<file path="src/rtl/fetch_pkg.sv">
// Shared types and defaults for the ROM instruction fetch controller.
// Holds the FSM state enum, parameter defaults and the PC range check.
package fetch_pkg;

    typedef enum logic [1:0] {
        ST_IDLE,
        ST_FETCH,
        ST_HALT,
        ST_FAULT
    } fetch_state_e;

    localparam logic [31:0] DEF_RESET_PC         = 32'h0000_0000;
    localparam int unsigned DEF_ROM_DEPTH        = 256;
    localparam logic [31:0] DEF_HALT_WORD        = 32'hFFFF_FFFF;
    localparam int unsigned DEF_DBG_STARVE_LIMIT = 4;

    // True when a byte address is word aligned and inside the ROM.
    function automatic logic pc_in_rom(input logic [31:0] a,
                                       input int unsigned depth);
        logic [33:0] lim;
        lim = 34'(depth) << 2;
        return (a[1:0] == 2'b00) && ({2'b00, a} < lim);
    endfunction

endpackage

</file>
<file path="src/rtl/rom_port_arb.sv">
// ROM port arbiter: decides when the debug reader owns the shared ROM port.
// Ports: clk, reset_n, fetch_want (fetch needs ROM this cycle), dbg_req,
// rom_data in; dbg_gnt (combinational), dbg_rvalid/dbg_rdata (registered) out.
module rom_port_arb
    import fetch_pkg::*;
#(
    parameter int unsigned DBG_STARVE_LIMIT = DEF_DBG_STARVE_LIMIT
) (
    input  logic        clk,
    input  logic        reset_n,
    input  logic        fetch_want,
    input  logic        dbg_req,
    input  logic [31:0] rom_data,
    output logic        dbg_gnt,
    output logic        dbg_rvalid,
    output logic [31:0] dbg_rdata
);

    localparam int unsigned CW =
        (DBG_STARVE_LIMIT < 1) ? 1 : $clog2(DBG_STARVE_LIMIT + 1);
    localparam logic [CW-1:0] LIM = CW'(DBG_STARVE_LIMIT);

    logic [CW-1:0] starve_q, starve_d;
    logic          rvalid_q, rvalid_d;
    logic [31:0]   rdata_q, rdata_d;
    logic          forced;

    always_comb begin
        forced   = (starve_q >= LIM);
        // No grant in the read-return cycle: one grant per two cycles.
        dbg_gnt  = reset_n && dbg_req && !rvalid_q
                   && (!fetch_want || forced);
        starve_d = starve_q;
        if (!dbg_req || dbg_gnt) begin
            starve_d = '0;
        end else if (!forced) begin
            starve_d = starve_q + 1'b1;
        end
        rvalid_d = dbg_gnt;
        rdata_d  = dbg_gnt ? rom_data : rdata_q;
    end

    always_ff @(posedge clk) begin
        if (!reset_n) begin
            starve_q <= '0;
            rvalid_q <= 1'b0;
            rdata_q  <= 32'h0;
        end else begin
            starve_q <= starve_d;
            rvalid_q <= rvalid_d;
            rdata_q  <= rdata_d;
        end
    end

    assign dbg_rvalid = rvalid_q;
    assign dbg_rdata  = rdata_q;

endmodule

</file>
<file path="src/rtl/rom_fetch_ctrl.sv">
// Sequential instruction fetch from a combinational ROM with redirect,
// halt/fault detection and a shared debug read port.
// Ports: clk, reset_n, run; rom_addr/rom_data ROM port; inst_* valid/ready
// output; redirect_*; dbg_req/addr/gnt/rvalid/rdata; halted, fault.
module rom_fetch_ctrl
    import fetch_pkg::*;
#(
    parameter logic [31:0] RESET_PC         = DEF_RESET_PC,
    parameter int unsigned ROM_DEPTH        = DEF_ROM_DEPTH,
    parameter logic [31:0] HALT_WORD        = DEF_HALT_WORD,
    parameter int unsigned DBG_STARVE_LIMIT = DEF_DBG_STARVE_LIMIT
) (
    input  logic        clk,
    input  logic        reset_n,
    input  logic        run,
    output logic [31:0] rom_addr,
    input  logic [31:0] rom_data,
    output logic        inst_valid,
    input  logic        inst_ready,
    output logic [31:0] inst_data,
    output logic [31:0] inst_pc,
    input  logic        redirect_valid,
    input  logic [31:0] redirect_pc,
    input  logic        dbg_req,
    input  logic [31:0] dbg_addr,
    output logic        dbg_gnt,
    output logic        dbg_rvalid,
    output logic [31:0] dbg_rdata,
    output logic        halted,
    output logic        fault
);

    fetch_state_e state_q, state_d;
    logic [31:0]  pc_q, pc_d;
    logic         valid_q, valid_d;
    logic [31:0]  data_q, data_d;
    logic [31:0]  ipc_q, ipc_d;
    logic         halted_q, halted_d;
    logic         fault_q, fault_d;
    logic         slot_open;
    logic         fetch_want;
    logic         gnt;

    assign slot_open  = !valid_q || inst_ready;
    assign fetch_want = (state_q == ST_FETCH) && slot_open;

    rom_port_arb #(
        .DBG_STARVE_LIMIT(DBG_STARVE_LIMIT)
    ) u_arb (
        .clk       (clk),
        .reset_n   (reset_n),
        .fetch_want(fetch_want),
        .dbg_req   (dbg_req),
        .rom_data  (rom_data),
        .dbg_gnt   (gnt),
        .dbg_rvalid(dbg_rvalid),
        .dbg_rdata (dbg_rdata)
    );

    assign rom_addr = gnt ? dbg_addr : pc_q;

    always_comb begin
        state_d  = state_q;
        pc_d     = pc_q;
        valid_d  = valid_q;
        data_d   = data_q;
        ipc_d    = ipc_q;
        halted_d = halted_q;
        fault_d  = fault_q;
        unique case (state_q)
            ST_IDLE: begin
                if (run) begin
                    state_d = ST_FETCH;
                end
            end
            ST_FETCH: begin
                if (redirect_valid) begin
                    // Redirect wins even over a forced debug grant.
                    valid_d = 1'b0;
                    if (pc_in_rom(redirect_pc, ROM_DEPTH)) begin
                        pc_d = redirect_pc;
                    end else begin
                        state_d = ST_FAULT;
                        fault_d = 1'b1;
                    end
                end else if (slot_open) begin
                    valid_d = 1'b0;
                    if (!gnt) begin
                        if (!pc_in_rom(pc_q, ROM_DEPTH)) begin
                            state_d = ST_FAULT;
                            fault_d = 1'b1;
                        end else if (rom_data == HALT_WORD) begin
                            state_d  = ST_HALT;
                            halted_d = 1'b1;
                        end else begin
                            valid_d = 1'b1;
                            data_d  = rom_data;
                            ipc_d   = pc_q;
                            pc_d    = pc_q + 32'd4;
                        end
                    end
                end
            end
            default: begin
            end
        endcase
    end

    always_ff @(posedge clk) begin
        if (!reset_n) begin
            state_q  <= ST_IDLE;
            pc_q     <= RESET_PC;
            valid_q  <= 1'b0;
            data_q   <= 32'h0;
            ipc_q    <= 32'h0;
            halted_q <= 1'b0;
            fault_q  <= 1'b0;
        end else begin
            state_q  <= state_d;
            pc_q     <= pc_d;
            valid_q  <= valid_d;
            data_q   <= data_d;
            ipc_q    <= ipc_d;
            halted_q <= halted_d;
            fault_q  <= fault_d;
        end
    end

    assign dbg_gnt    = gnt;
    assign inst_valid = valid_q;
    assign inst_data  = data_q;
    assign inst_pc    = ipc_q;
    assign halted     = halted_q;
    assign fault      = fault_q;

endmodule

</file>
<file path="config.mk">
export PLATFORM = sky130hd
export DESIGN_NAME = rom_fetch_ctrl
export DESIGN_NICKNAME = d
export VERILOG_FILES = /design/src/rtl/fetch_pkg.sv /design/src/rtl/rom_port_arb.sv /design/src/rtl/rom_fetch_ctrl.sv
export SDC_FILE = /design/constraint.sdc
export NUM_CORES = 1
export LEC_CHECK = 0
export BUFFER_PORTS_ARGS = -buffer_cell sky130_fd_sc_hd__buf_2
export CELL_PAD_IN_SITES_DETAIL_PLACEMENT = 1
export CELL_PAD_IN_SITES_GLOBAL_PLACEMENT = 2
export CORE_MARGIN = 2
export CORE_UTILIZATION = 28
export CTS_CLUSTER_SIZE = 30
export DETAILED_ROUTE_END_ITERATION = 16
export GPL_ROUTABILITY_DRIVEN = 1
export PLACE_DENSITY_LB_ADDON = 0.1
export SLEW_MARGIN = 20
export SYNTH_ARGS = -nofsm -noshare
export SYNTH_HDL_FRONTEND = slang
export SYNTH_HIERARCHICAL = 1
export SYNTH_SLANG_ARGS = --single-unit
</file>
<file path="constraint.sdc">
create_clock -name clk -period 4.35 [get_ports clk]
set_input_delay 0.87 -clock clk [delete_from_list [all_inputs] [get_ports clk]]
set_output_delay 0.87 -clock clk [all_outputs]
set_load 0.02 [all_outputs]
</file>
==> reports/results.tsv, run 1 <==
metric	value	unit
status	complete, no violations	
hold_end	u_arb/dbg_rdata[22]	
tightestPinTransition	1.04	ns
clock-sinks	137	
crit_family	simple AND/OR/NAND/NOR gates	
cellLeakagePower	3.61	nW
arrival	2.79	ns
post_cts_buffers	0	
place_congestion	0.777	
nFillCells	2521	
finalHoldViolations	0	
synth_cells	638	
grt_pass1_wl	32000	um
p_int	2.34	mW
synth.area.top_cells	dfxtp_1 (46%), mux2_2 (5.8%), a21boi_1 (5.3%)	
crit_path_max_incr_delay	0.60	ns
fin_util	37.6	%
synth_seq_cells	137	
hold_buffers	0	
drc	0	
rsz0062_at_grt	false	
period_needed	3.66	ns
endpoint_kind	primary output	
fp.dieW	150	um
post-route-period-util	84.0	%
cp-start-kind	input port	
synthArstFlopShare	0	%
synth-edff-count	0	
htreeDepth	4	
io_buffers	234	
power_density	418	nW/um^2
p_seq_share	40.7	%
clkLatencyLatePin	0.42	ns
cts_tree	yes	
switching_power	0.949	mW
clock_path_buffers	2	
clkPwrFrac	45.4	%
ys.flop_type	dfxtp_1	
core_area	21000	sq um
cts_root_buf	clkbuf_16	
netlist_area	5970	sq um
clkTransAtPathRegs	0.06	ns
worstHoldStart	u_arb/dbg_rdata[22]	
yosysTopAreaCellShare	45.9	%
drt_wl_total	20500	um
reg2reg_slack	1.76	ns
post_dp_cell_area	7270	sq um
r2r-start	state_q[1]	
switching_share	28.9	%
required	3.48	ns
grt_util_all_layers	18.1	%
yosysTopAreaCell	dfxtp_1	
hold_path.class	flop to flop	
area_growth_syn_to_layout	31.8	%
viasPerCell	4.96	
whs_path_depth	2	
whs	0.457	ns
r2r_end	inst_data[18]	
antennaDiodeCount	0	
reg2reg_depth	9	
crit_chain	buf_4 > and2_4 > and3_4 > mux2_2 > buf_2	
path_max_fanout	38	
max_slew_margin	30.6	%
slowest_stage	and3_4	
die_h	150	um
pwr-share-comb	13.9	%
setup.worst_path.class	input port to primary output	
start_util	28.5	%
setup_tns	0	ns
slew_viol_final	0	
vdd_ir_drop_max	0.235	mV
syn_area_per_cell	9.36	sq um
placementRows	53	
first_pass_iters	6	
nNetsFinal	950	
first_global_vias	5695	
grt_start_max_net_pins	106	
yosysWarnings	6	
stdcell_area	7870	sq um
ys_seq_area_share	45.9	%
finalPower	3.29	mW
ios	235	
clock_skew	0.00986	ns
cts_made_buffers	17	
cts_resized	0	
setup_violations	0	
cap_violations	0	
max_freq	0.274	GHz
globalRouteOverflowTotal	0	
path_buf_inv	2	
num_vias	5623	
antenna_found_initial	0	
synth_nets	743	
ys_types	54	
drt-initial-drc-count	190	
die-area	22500	sq um
hpwl	14800	um
detail-route-antenna-nets	0	
layout-drive-gt1-share	40.9	%
wl_per_cell	18.1	um
[cells by family (layout without fill, tap and decap cells)]
family / count (synthesis) / count (layout) / share of synthesized area, %
xor+xnor: 2 / 2 / 0.293
simple gates: 242 / 242 / 22.5
mux: 39 / 39 / 7.19
flops: 137 / 137 / 45.9
fa+ha+maj: 3 / 3 / 0.629
buf+inv: 61 / 281 / 5.66
compound gates: 154 / 154 / 17.8
[worst reg2reg max path, delay by kind of cell (launching register included)]
family	cells	cell delay, ns
AO/OA/AOI/OAI	2	0.52
buffers and inverters	1	0.30
flip-flops	1	0.34
AND/OR/NAND/NOR	6	1.35
[metal layers]
layer | vias to the layer above | GRT usage, % | part of all wire, %
li1 | 2728 | - | -
met1 | 2707 | 24.6 | 45
met2 | 173 | 29.1 | 48
met3 | 15 | 4.09 | 6.0
met4 | 0 | 4.81 | 0.93
met5 | - | 0 | 0
[cells in the mapped netlist, types with 2 or more instances]
cell	instances
and3_1	37
inv_1	5
nor3_1	4
clkbuf_1	33
nor2b_1	3
nand3_1	46
nand2b_1	7
nand4_1	41
a32o_1	2
mux2i_1	8
buf_6	13
nor4_1	10
xor2_1	2
nand2_1	53
mux2_2	31
o21ai_2	30
a21boi_1	42
o211ai_1	5
o21a_1	3
nor2_1	11
o21ai_1	5
or4_4	2
or4_1	2
buf_1	3
or2_2	2
buf_2	6
and2_1	13
o21ai_0	50
a21oi_1	6
dfxtp_1	137
ha_1	3
[cell type report]
| type | instances | area, sq um | area share (%) |
|---|---|---|---|
| Clock buffer | 18 | 439 | 5.58 |
| Clock inverter | 14 | 161 | 2.05 |
| Inverter | 5 | 18.8 | 0.238 |
| Multi-Input combinational cell | 440 | 2920 | 37.0 |
| Sequential cell | 137 | 2740 | 34.8 |
| Tap cell | 275 | 344 | 4.37 |
| Timing Repair Buffer | 244 | 1250 | 15.9 |
[power groups by stage]
stage | sequential [mW] | clock [mW] | combinational (mW)
CTS | 1.34 | 1.53 | 0.464
floorplan | 1.41 | 0 | 0.247
finish | 1.34 | 1.49 | 0.457
global route | 1.35 | 1.59 | 0.500
detailed placement | 1.37 | 0 | 0.463
global placement | 1.37 | 0 | 0.454
[stage by stage]
step	worst slack, ns	instances
floorplan	0.642	638
global placement	0.797	1101
detailed placement	0.695	1101
CTS	0.695	1133
global route	0.588	1133
finish	0.695	1133
[how the worst max path moves through the flow]
stage	start	to	slack, ns	depth (start not counted)
final	reset_n	rom_addr[26]	0.69	5
after global routing	reset_n	rom_addr[25]	0.59	5
after CTS	reset_n	rom_addr[26]	0.70	5
after detailed placement	reset_n	rom_addr[26]	0.69	5
after global placement	reset_n	rom_addr[10]	0.80	5
after floorplan	inst_ready	rom_addr[10]	0.64	10
[flip-flops by register name (all words and copies together), names as in the netlist]
register          flops
inst_data            32
inst_pc              32
pc_q                 32
u_arb/dbg_rdata      32
u_arb/starve_q        3
state_q               2
fault                 1
halted                1
inst_valid            1
u_arb/dbg_rvalid      1
[cells in the final DEF (no fill, tap or decap), types with 10 or more instances in the layout]
master	netlist	final
buf_2	6	233
clkbuf_16	0	17
dfxtp_1	137	137
and2_1	13	13
mux2_2	31	31
and3_1	37	36
nor2_1	11	11
nand2_1	53	53
o21ai_2	30	30
nand4_1	41	41
nand3_1	46	46
nor4_1	10	10
a21boi_1	42	42
o21ai_0	50	50
buf_4	1	11
Power figures use the tool's default switching activity.
==> run 2: changes to the inputs <==
--- a/config.mk
+++ b/config.mk
@@ -9,7 +9,7 @@
 export CELL_PAD_IN_SITES_DETAIL_PLACEMENT = 1
 export CELL_PAD_IN_SITES_GLOBAL_PLACEMENT = 2
 export CORE_MARGIN = 2
-export CORE_UTILIZATION = 28
+export CORE_UTILIZATION = 25
 export CTS_CLUSTER_SIZE = 30
 export DETAILED_ROUTE_END_ITERATION = 16
 export GPL_ROUTABILITY_DRIVEN = 1
==> constraint.sdc (replaced) <==
create_clock -name clk -period 3 [get_ports clk]
set_input_delay 0.6 -clock clk [delete_from_list [all_inputs] [get_ports clk]]
set_output_delay 0.6 -clock clk [all_outputs]
set_load 0.02 [all_outputs]
==> reports/results.tsv, run 2 (same netlist as run 1, synthesis figures left out) <==
metric	value	unit	change
status	complete, no violations		unchanged
area_growth_syn_to_layout	34.7	%	was 31.8%
hold_buffers	0		unchanged
core_area	23500	sq um	was 21000 sq um
setup_violations	0		unchanged
stdcell_area	8040	sq um	was 7870 sq um
tightestPinTransition	0.893	ns	was 1.04 ns
nNetsFinal	960		was 950
required	2.40	ns	was 3.48 ns
grt_util_met1	22.3	%	was 24.6%
finalHoldViolations	0		unchanged
slew_viol_final	0		unchanged
hold_path.class	flop to flop		unchanged
post-route-period-util	93.7	%	
grt_pass1_wl	33000	um	was 32000 um
clkLatencyLatePin	0.42	ns	about the same
drt_wl_total	21700	um	was 20500 um
clock-sinks	137		unchanged
vdd_ir_drop_max	0.283	mV	was 0.235 mV
cap_violations	0		unchanged
grt_start_max_net_pins	97		was 106
clkPwrFrac	44.7	%	was 45.4%
globalRouteOverflowTotal	0		unchanged
arrival	2.21	ns	was 2.79 ns
num_vias	5724		was 5623
setup.worst_path.class	flop to primary output		was input port to primary output
drt-initial-drc-count	202		was 190
mostFrequentLayoutCells	buf_2 (233), dfxtp_1 (137), nand2_1 (53)		unchanged
die_h	159	um	was 150 um
place_congestion	0.753		was 0.777
path_max_fanout	19		was 38
met3_usage	4.41	%	was 4.09%
htreeDepth	4		unchanged
placementRows	56		was 53
io_buffers	234		unchanged
switching_share	30.0	%	was 28.9%
max_slew_margin	40.5	%	was 30.6%
p_seq_share	40.7	%	about the same
cts_made_buffers	17		unchanged
cellLeakagePower	3.68	nW	was 3.61 nW
final_cells	1188		was 1133
clock_skew	0.0116	ns	was 0.00986 ns
antenna_found_initial	1		was 0
cts_root_buf	clkbuf_16		unchanged
fp.dieW	159	um	was 150 um
rsz0062_at_grt	false		unchanged
post_dp_cell_area	7390	sq um	was 7270 sq um
layout-drive-gt1-share	41.7	%	was 40.9%
dp.cells	1151		was 1101
viasPerCell	4.82		was 4.96
endpoint_kind	primary output		unchanged
period_needed	2.81	ns	
clkTransAtPathRegs	0.07	ns	was 0.06 ns
first_pass_iters	4		was 6
power_density	594	nW/um^2	was 418 nW/um^2
max_freq	0.356	GHz	
p_int	3.34	mW	was 2.34 mW
pwr-share-comb	14.6	%	was 13.9%
grt_util_all_layers	17.0	%	was 18.1%
finalPower	4.78	mW	was 3.29 mW
ios	235		unchanged
met2_usage	28.3	%	was 29.1%
whs	0.456	ns	was 0.457 ns
hpwl	15700	um	was 14800 um
switching_power	1.43	mW	was 0.949 mW
grt_busiest_layer	met2		unchanged
cts_tree	yes		unchanged
setup_tns	0	ns	unchanged
first_global_vias	5842		was 5695
wl_per_cell	18.3	um	was 18.1 um
cp-start-kind	flop		was input port
start_util	25.4	%	was 28.5%
fin_util	34.3	%	was 37.6%
final_common_cell	buf_2		unchanged
pre_cts_ws	0.146	ns	was 0.695 ns
drc	0		unchanged
die-area	25100	sq um	was 22500 sq um
fin_ws	0.188	ns	was 0.695 ns
clock_path_buffers	2		unchanged
detail-route-antenna-nets	0		unchanged
==> run 2: cell count changes in the layout (fill, tap and decap cells not counted), moves of 2 or more <==
cell        previous run  this run
inv_8                  1         8
buf_4                 11        17
buf_12                 0         3
clkinvlp_4             2         0
inv_6                  6         4
==> run 2: worst paths after layout <==
kind                                         start  slack [ns]  cells past startpoint                  to
worst min-delay path            u_arb/dbg_rdata[9]        0.46                      2  u_arb/dbg_rdata[9]
worst max-delay path                    inst_valid        0.19                      7        rom_addr[13]
worst min register to register  u_arb/dbg_rdata[9]        0.46                      2  u_arb/dbg_rdata[9]
worst max register to register          state_q[1]        0.38                      9         inst_pc[10]
==> run 2: cell type report <==
class / instances / area (sq um)
tap: 319 / 399
inverter: 5 / 18.8
clock buffer: 17 / 425
multi-input combinational: 441 / 2930
sequential: 137 / 2740
antenna: 1 / 2.50
clock inverter: 15 / 173
fill: 2768 / 15400
timing repair buffer: 253 / 1350
==> run 2: power by group through the flow <==
| stage | registers, mW | clock network [mW] | logic (mW) |
|---|---|---|---|
| global route | 1.95 | 2.30 | 0.761 |
| finish | 1.94 | 2.14 | 0.696 |
| CTS | 1.94 | 2.21 | 0.695 |
| global placement | 1.98 | 0 | 0.677 |
| detailed placement | 1.99 | 0 | 0.692 |
| floorplan | 2.04 | 0 | 0.360 |
==> run 2: timing repair <==
item / CTS / global route
setup buffers: 0 / 3
pin swaps: 1 / 2
gates resized for setup: 1 / 1
cloned: 0 / 1
endpoints found under the setup margin: 2 / 31
==> run 2: layer usage <==
layer | up-vias | routed length, um | share of wire (%)
li1 | 2754 | - | -
met5 | - | 0 | 0
met3 | 10 | 1170 | 5.4
met1 | 2809 | 9870 | 45
met2 | 151 | 10500 | 48
met4 | 0 | 158 | 0.73
==> run 2: critical path: stages, from the launching register on <==
cell and delay (ns):
dfxtp_1 0.39, nor2b_1 0.23, nor2_1 0.09, nand2b_1 0.18, and3_4 0.23, buf_12 0.16, mux2_2 0.35, buf_2 0.16
